$ cat config.mk
export PLATFORM = sky130hd
export DESIGN_NAME = gate_barrier_ctrl
export DESIGN_NICKNAME = d
export VERILOG_FILES = /design/src/rtl/gate_barrier_ctrl.sv
export SDC_FILE = /design/constraint.sdc
export NUM_CORES = 1
export LEC_CHECK = 0
export CORE_MARGIN = 5
export CORE_UTILIZATION = 61
export CTS_BUF_LIST = sky130_fd_sc_hd__clkbuf_4 sky130_fd_sc_hd__clkbuf_8
export CTS_CLUSTER_DIAMETER = 30
export DETAILED_ROUTE_END_ITERATION = 12
export GPL_TIMING_DRIVEN = 0
export PLACE_DENSITY = 0.83
export SLEW_MARGIN = 20
export SYNTH_ARGS = -nofsm -noshare
export SYNTH_HDL_FRONTEND = slang
export SYNTH_SLANG_ARGS = --single-unit
$ cat constraint.sdc
create_clock -name Clk -period 2.8 [get_ports Clk]
set_input_delay 0.28 -clock Clk [delete_from_list [all_inputs] [get_ports Clk]]
set_output_delay 0.28 -clock Clk [all_outputs]
set_load 0.1 [all_outputs]
$ cat src/rtl/gate_barrier_ctrl.sv
`default_nettype none
// =============================================================================
// gate_barrier_ctrl : limit-switch barrier actuator for one garage lane
// Rev 1.0
// =============================================================================
module gate_barrier_ctrl #(
   parameter int MOVE_TIMEOUT = 200,
   parameter int WAIT_TIME    = 1000,
   parameter int HOLD_TIME    = 100,
   parameter int TMR_W        = 16
) (
   input  logic Clk,
   input  logic Reset,
   input  logic Open_cmd,
   input  logic Up_limit,
   input  logic Down_limit,
   input  logic Car_present,
   output logic Motor_up,
   output logic Motor_down,
   output logic Gate_open,
   output logic Car_passed,
   output logic Fault
);

   typedef enum logic [2:0] {
      ST_CLOSED   = 3'd0,
      ST_RAISING  = 3'd1,
      ST_OPEN     = 3'd2,
      ST_HOLD     = 3'd3,
      ST_LOWERING = 3'd4,
      ST_FAULT    = 3'd5
   } state_t;

   localparam logic [TMR_W-1:0] MOVE_LAST = TMR_W'(MOVE_TIMEOUT - 1);
   localparam logic [TMR_W-1:0] WAIT_LAST = TMR_W'(WAIT_TIME - 1);
   localparam logic [TMR_W-1:0] HOLD_LAST = TMR_W'(HOLD_TIME - 1);

   state_t           state;
   state_t           state_next;
   logic [TMR_W-1:0] timer;
   logic             open_d;
   logic             car_seen;
   logic             pass_pulse;
   logic             open_rise;

   assign open_rise = Open_cmd & ~open_d;

   always_ff @(posedge Clk or posedge Reset) begin
      if (Reset) begin
         state <= ST_CLOSED;
      end else begin
         state <= state_next;
      end
   end

   always_comb begin
      state_next = state;
      case (state)
         ST_CLOSED: begin
            if (open_rise) state_next = ST_RAISING;
         end
         ST_RAISING: begin
            if (Up_limit)                state_next = ST_OPEN;
            else if (timer == MOVE_LAST) state_next = ST_FAULT;
         end
         ST_OPEN: begin
            if (car_seen && !Car_present)
               state_next = ST_HOLD;
            else if (!car_seen && !Car_present && timer == WAIT_LAST)
               state_next = ST_LOWERING;
         end
         ST_HOLD: begin
            if (!Car_present && timer == HOLD_LAST) state_next = ST_LOWERING;
         end
         ST_LOWERING: begin
            // a car on the loop or a fresh command reverses the barrier
            if (Car_present || open_rise) state_next = ST_RAISING;
            else if (Down_limit)          state_next = ST_CLOSED;
            else if (timer == MOVE_LAST)  state_next = ST_FAULT;
         end
         ST_FAULT: begin
            state_next = ST_FAULT;
         end
         default: begin
            state_next = ST_FAULT;
         end
      endcase
      // contradictory limit switches override everything outside FAULT
      if (state != ST_FAULT && Up_limit && Down_limit) state_next = ST_FAULT;
   end

   always_ff @(posedge Clk or posedge Reset) begin
      if (Reset) begin
         timer      <= '0;
         open_d     <= 1'b0;
         car_seen   <= 1'b0;
         pass_pulse <= 1'b0;
      end else begin
         open_d     <= Open_cmd;
         pass_pulse <= (state == ST_OPEN) && (state_next == ST_HOLD);
         car_seen   <= (state == ST_OPEN) && (state_next == ST_OPEN) && (car_seen || Car_present);
         if (state_next != state)
            timer <= '0;
         else if (state == ST_HOLD && Car_present)
            timer <= '0;
         else if (state == ST_OPEN && car_seen)
            timer <= timer;
         else if (timer != {TMR_W{1'b1}})
            timer <= timer + TMR_W'(1);
      end
   end

   assign Motor_up   = (state == ST_RAISING);
   assign Motor_down = (state == ST_LOWERING);
   assign Gate_open  = (state == ST_OPEN) || (state == ST_HOLD);
   assign Fault      = (state == ST_FAULT);
   assign Car_passed = pass_pulse;

endmodule
`default_nettype wire

======== After elaboration in Yosys (flattened, before gate mapping) ========
Cells that the tools add are included.
word-level totals
  flip-flop bits (word level) ............. 22
  output and inout bits ................... 5
  input port bits ......................... 6
  word-level logic and storage cells ...... 55
cells by class
  reduce and logical (&&, ||, !) cells .... 19
  bitwise operators ....................... 2
  multiplexer cells ....................... 14
  add/subtract/negate cells ............... 1
  eq/ne operators ......................... 14
operator list
  cell                   number
  $mux 16                4
  $mux 3                 9
  $add 16x1->16 const B  1
  $eq 16x10->1 const B   1
  $eq 16x7->1 const B    1
  $eq 16x8->1 const B    1
  $ne 16x16->1 const B   1
  $pmux 3 s5             1
  $eq 3x2->1 const B     4
  $logic_and 1x1->1      11
  $eq 3x3->1 const B     2
  $ne 3x3->1 const B     2
  $eq 3x1->1 const B     1
  $logic_not 3->1        1
  $logic_or 1x1->1       3
  $ne 3x3->1             1
  $reduce_bool 3->1      1
  $logic_not 1->1        2
  $reduce_and 2->1       1
  $and 1x1->1            1
  $not 1->1              1

======== Longest topological paths before layout ========
Gate-level depths: netlist of run 1.
  word-level depth ........................ 10
  mapped depth ............................ 9
  gate-level depth less buffers ........... 7

======== Worst setup path before layout of run 1 ========
No wires, ideal clock.
  kind .................................... register to register
  start ................................... register state[1]
  end ..................................... register timer[4]
  period minus slack after synthesis ...... 4,147 ps
  required time ........................... 2,679 ps
  library setup time ...................... 121 ps
  arrival time ............................ 4,025 ps
  slack ................................... -1,347 ps
  stages on the path, launching flop included .. 9
  path through ............................ dfrtp_1 > buf_4 > nor3b_1 > nor2b_1 > a2111oi_4 > and2_2 > o211ai_4 > buf_12 > nor3_2
on the way
  elaborated cells on any way between the ends .. 26
RTL lines
  what                                                              line  RTL
  from (decl)                                                       38    state_t state;
  from (signal assigned)                                            52    state <= state_next;
  $eq 3x1->1 (*)                                                    n/a
  named net Motor_up                                                18    output logic Motor_up,
  $pmux 3 s5 (*)                                                    58    case (state)
  $mux 3 (*)                                                        89    if (state != ST_FAULT && Up_limit && Down_limit) state_next = ST_FAULT;
  $ne 3x3->1 (*)                                                    102   if (state_next != state)
  $ne 3x3->1 (no line) / $reduce_bool 3->1 (equally long branches)  n/a
  $reduce_and 2->1 (no line)                                        n/a
  to (signal assigned)                                              107   timer <= timer;
  to (signal assigned)                                              109   timer <= timer + TMR_W'(1);
  to (decl)                                                         40    logic [TMR_W-1:0] timer;
Mark *: on every way through the listed nets, which the timed path passes. The rest lies on a longest branch.
A chain may end at the register's enable or synchronous reset.

======== Final worst setup path of run 1 ========
  start ................................... register state[2]
  end ..................................... output Gate_open
on the way
  longest elaborated chain between the ends .. 2
  elaborated cells on any way between the ends .. 3
ends and longest elaborated chain
  what                  line  RTL
  $eq 3x2->1            115   assign Gate_open = (state == ST_OPEN) || (state == ST_HOLD);
  $logic_or 1x1->1 (*)  115
  to (decl)             20    output logic Gate_open,
Every way passes the cells marked *; elsewhere a longest branch is shown, timed or not.

==> results.md, run 1 <==
Worst setup path:
- The register-to-register setup slack is 0.22 ns.
- Broken down by cell family, the worst path's largest delay share belongs to buffers and inverters.
- The worst setup path is launched from a register.
- The highest cell delay on the worst timing path is 1.19 ns.
- The worst setup path is captured at an output port.
- The largest fanout on the critical path is 10.
- The critical path crosses 3 cells after its start point.
- The startpoint-to-endpoint class of the critical path is reg2out.
- The number of cells traversed by the worst register-to-register path is 9.
- The data arrival time at the worst-slack endpoint is around 2.4 ns.
- The worst path buffer plus inverter count is 2.
- Traced cell by cell, the critical path runs through buf_6, nor2b_2, clkdlybuf4s50_1.
- The slowest stage of the critical path belongs to the cell clkdlybuf4s50_1.
- The launching point of the worst reg2reg path is timer[0].
- The worst endpoint required time is 2.52 ns.
- The worst register-to-register path ends at timer[13].

Synth:
- dfrtp_1 takes more of the synthesized area than any other cell.
- The total standard cell area after synthesis is 1593 um2.
- Of all flip-flops after synthesis, the portion carrying an async set or reset was 100.0%.
- After synthesis, the largest area contributor takes up 34.56% of total cell area.
- The flip-flop and latch count after synthesis is 22.
- The number of enable flip-flop cells after synthesis is 0.
- Sorting the synthesized cells by area gives the leading types as dfrtp_1 (35%), xor2_1 (6.6%), nor3_2 (6.3%).
- The number of distinct standard cells referenced by the synthesized netlist is 50.
- The most used flip-flop cell after synthesis is dfrtp_1.
- The number of warning messages in the yosys log is 0.
- The sequential-to-total area share from yosys stat is 34.56%.
- The average footprint of a synthesized cell is 9.772 um2.
- In the synthesized netlist, the number of instances is about 160.
- The total nets after synthesis is 170.

Route:
- The routed length per instance is roughly 17 um.
- Using the TritonRoute via totals, the vias-per-cell ratio works out to approximately 6.3.
- Summed over all nets, wire length on met2 after detailed routing comes to 1.784 mm.
- The overall via count from detail_route is 1311.
- The initial detailed-routing violation count is 110.
- The sum of routed wire segments on met1 is 1.446 mm.
- In this run the top signal layer used is met4.
- The final wirelength is 3.508 mm.
- The pre-antenna-repair detailed-routing pass consisted of 4 iterations.
- The final antenna-violating net count is 0.
- The total DRC errors in the routed layout is 0.
- In the detailed route, the total length drawn on met3 is 159 um.

Global route:
- The first global-routing pass estimated 6.072 mm of wire.
- The via count of the first global-routing pass came to 1348.
- The number of antenna violations at the first check in global routing came to 0.
- For this run the aggregate overflow at the end of global routing stands at 0.
- The pin count of the biggest net entering global routing is 23.
- The total routing resource utilization after global routing is 22.30%.

Status:
- The flow ran to the end, and the final reports show no timing, DRC or antenna violations.

Power:
- The leakage power of the design is 0.7029 nW.
- The worst-case vdd ir drop is 0.2949 mV.
- The total power divided by cell area is 290.8 nW/um2.

Clock tree:
- Post-CTS timing repair inserted 0 buffers for setup.
- The root cell of the clock tree is clkbuf_4.
- Counting along the longest clock path gives a buffer depth of 2.
- The TritonCTS clock tree is done.
- Clock tree synthesis inserted a total of 3 buffers.
- Clock-pin slew was measured on the worst setup and hold paths at 0.12 ns.
- Buffers inserted to repair hold after CTS numbered 0.
- The clock reaches the later pin of the worst-skew pair after 0.31 ns.
- The total of cells resized after clock tree synthesis is 0.
- The clock net sink count is 22.
- The maximum level of the CTS H-tree is 1.

Floorplan:
- The standard-cell row count is 18.
- The die covers 3733 um2.
- The die height is 61.10 um.
- The initial utilization of the core area, before any placement, comes to 64.29%.
- The die span in x is 61.10 um.
- The core area is between 2000 and 2500 um2.
- The number of top-level pins is 11.

Layout:
- The number of antenna diodes in the final layout is 0.
- The leading cell type in the layout, fill and taps excluded is dfrtp_1.
- The share of post-route cells with drive strength above 1 is roughly 22%.
- Cells fill 72.32% of the core in the end.
- The area added between synthesis and finish is 12.49%.
- The layout net count is 185.
- Leaving out fill and tap cells, the most frequent cells in the layout are dfrtp_1 (22), nand2_1 (15), nand3_1 (12), xor2_1 (12).

STA:
- The number of hold-slack violations in the final timing report is 0.
- The total count of max-transition violations in the final report was 0.
- The maximum achievable frequency is approximately 380 MHz.
- Setup violations remaining at the end of the flow were counted as 0.
- At the pin with the least slew margin, the transition time is 0.9641 ns.
- In the final timing run, aggregate negative setup slack is 0 ns.
- The worst max-slew margin expressed relative to the limit is 35.53%.
- Setup repair after global routing left no endpoint under its margin.
- The post-route clock period utilization is 94.33%.
- The minimum period implied by the final worst setup slack is roughly 2.6 ns.
- Across the routed clock network, the largest skew measured is 0.002175 ns.

Placement:
- Routability-driven placement finished with a final weighted congestion of 0.8344.
- The total of buffers placed on input and output ports is 10.
- The half-perimeter wire length of the detailed placement result is 2.653 mm.

Hold path:
- The path class of the tightest hold or removal check is in2async.

Run:
- The tool flagged a number of max-cap violations equal to 0.
==> where the power goes <==
group          switching [W]   total, W  internal, W
logic              0.0000139  0.0000229   0.00000900
registers        0.000000282   0.000319     0.000318
clock network       0.000100   0.000180    0.0000796
==> how the worst max path moves through the flow <==
| stage | from | to |
|---|---|---|
| floorplan | state[1] | timer[4] |
| global placement | Car_present | timer[9] |
| detailed placement | Car_present | timer[13] |
| CTS | state[2] | Gate_open |
| global route | timer[0] | timer[11] |
| finish | state[2] | Gate_open |
==> kinds of logic after synthesis <==
kind of cell	count (synthesis)	share of synthesized area, %
simple gates	92	38.49
compound gates	20	10.84
flops	22	34.56
buf+inv	11	5.735
xor+xnor	14	7.699
mux	3	1.885
fa+ha+maj	1	0.7854
==> layout make-up <==
class                   instances  area, um2
fillers                       205      685.7
inverters                       3      11.26
plain buffers                   8      80.08
clock buffers                   4      36.28
repair buffers                 10      100.1
well taps                      30      37.54
multi-input cells             130      975.9
flip-flops and latches         22      550.5
==> per-stage QoR <==
| step | total power [W] | instances | setup WS (ns) | area (um2) | hold slack (ns) |
|---|---|---|---|---|---|
| floorplan | 0.0003349 | 163 | 0.1675 | 1618 | 0.2692 |
| global placement | 0.0003462 | 203 | 0.09994 | 1755 | 0.5709 |
| detailed placement | 0.0003482 | 203 | 0.06114 | 1755 | 0.6199 |
| CTS | 0.0005266 | 207 | 0.1565 | 1792 | 0.4422 |
| global route | 0.0005469 | 207 | 0.02088 | 1792 | 0.4325 |
| finish | 0.0005211 | 207 | 0.1586 | 1792 | 0.4317 |
==> worst reg2reg max path: stages, from the launching register on <==
cell	delay [ns]
dfrtp_1	0.44
ha_1	0.18
clkbuf_1	0.34
nand4_1	0.31
nor4_4	0.28
nand3_1	0.16
and2_2	0.26
o211ai_4	0.29
buf_12	0.19
nor3_2	0.05
==> layer usage <==
metal	up-vias	global-route usage (%)
met1	628	26.53
met2	44	39.12
met4	0	11.76
met5	-	0
met3	11	2.725
li1	628	-
==> state kept, by name, indices dropped and copies added, names as in the netlist <==
| signal | cells |
|---|---|
| state | 3 |
| open_d | 1 |
| timer | 16 |
| Car_passed | 1 |
| car_seen | 1 |
==> Yosys cell counts, types with 2 or more instances <==
| library cell | n |
|---|---|
| clkbuf_1 | 2 |
| o2111ai_1 | 2 |
| buf_6 | 4 |
| nor2b_1 | 2 |
| mux2i_1 | 3 |
| nor3_1 | 8 |
| a21oi_1 | 4 |
| or4_4 | 3 |
| nand2b_1 | 2 |
| nor4_1 | 3 |
| nand2_1 | 15 |
| nand4_1 | 6 |
| a211oi_1 | 2 |
| or3_1 | 2 |
| dfrtp_1 | 22 |
| a21o_1 | 2 |
| xor2_1 | 12 |
| nor3b_1 | 2 |
| nand3_1 | 12 |
| xnor2_1 | 2 |
| o21ai_0 | 3 |
| inv_1 | 3 |
| nor3_2 | 10 |
| and3_1 | 2 |
| nor2_1 | 10 |
(Power assumes the default switching activity.)
==> run 2, diff against run 1 <==
clock period = 2.9 ns   (was 2.8 ns; I/O delays follow)
==> results of run 2 <==
Same layout as run 1 (identical final DEF). Status: finished clean.
Among the figures that moved: setup slack after placement 0.06114 ns -> 0.1511 ns; setup slack after layout 0.1586 ns -> 0.2486 ns; hold slack 0.4317 ns -> 0.4417 ns; register-to-register setup slack 0.22 ns -> 0.32 ns; total power 0.0005211 W -> 0.0005031 W; worst IR drop on VDD 0.2949 mV -> 0.2848 mV
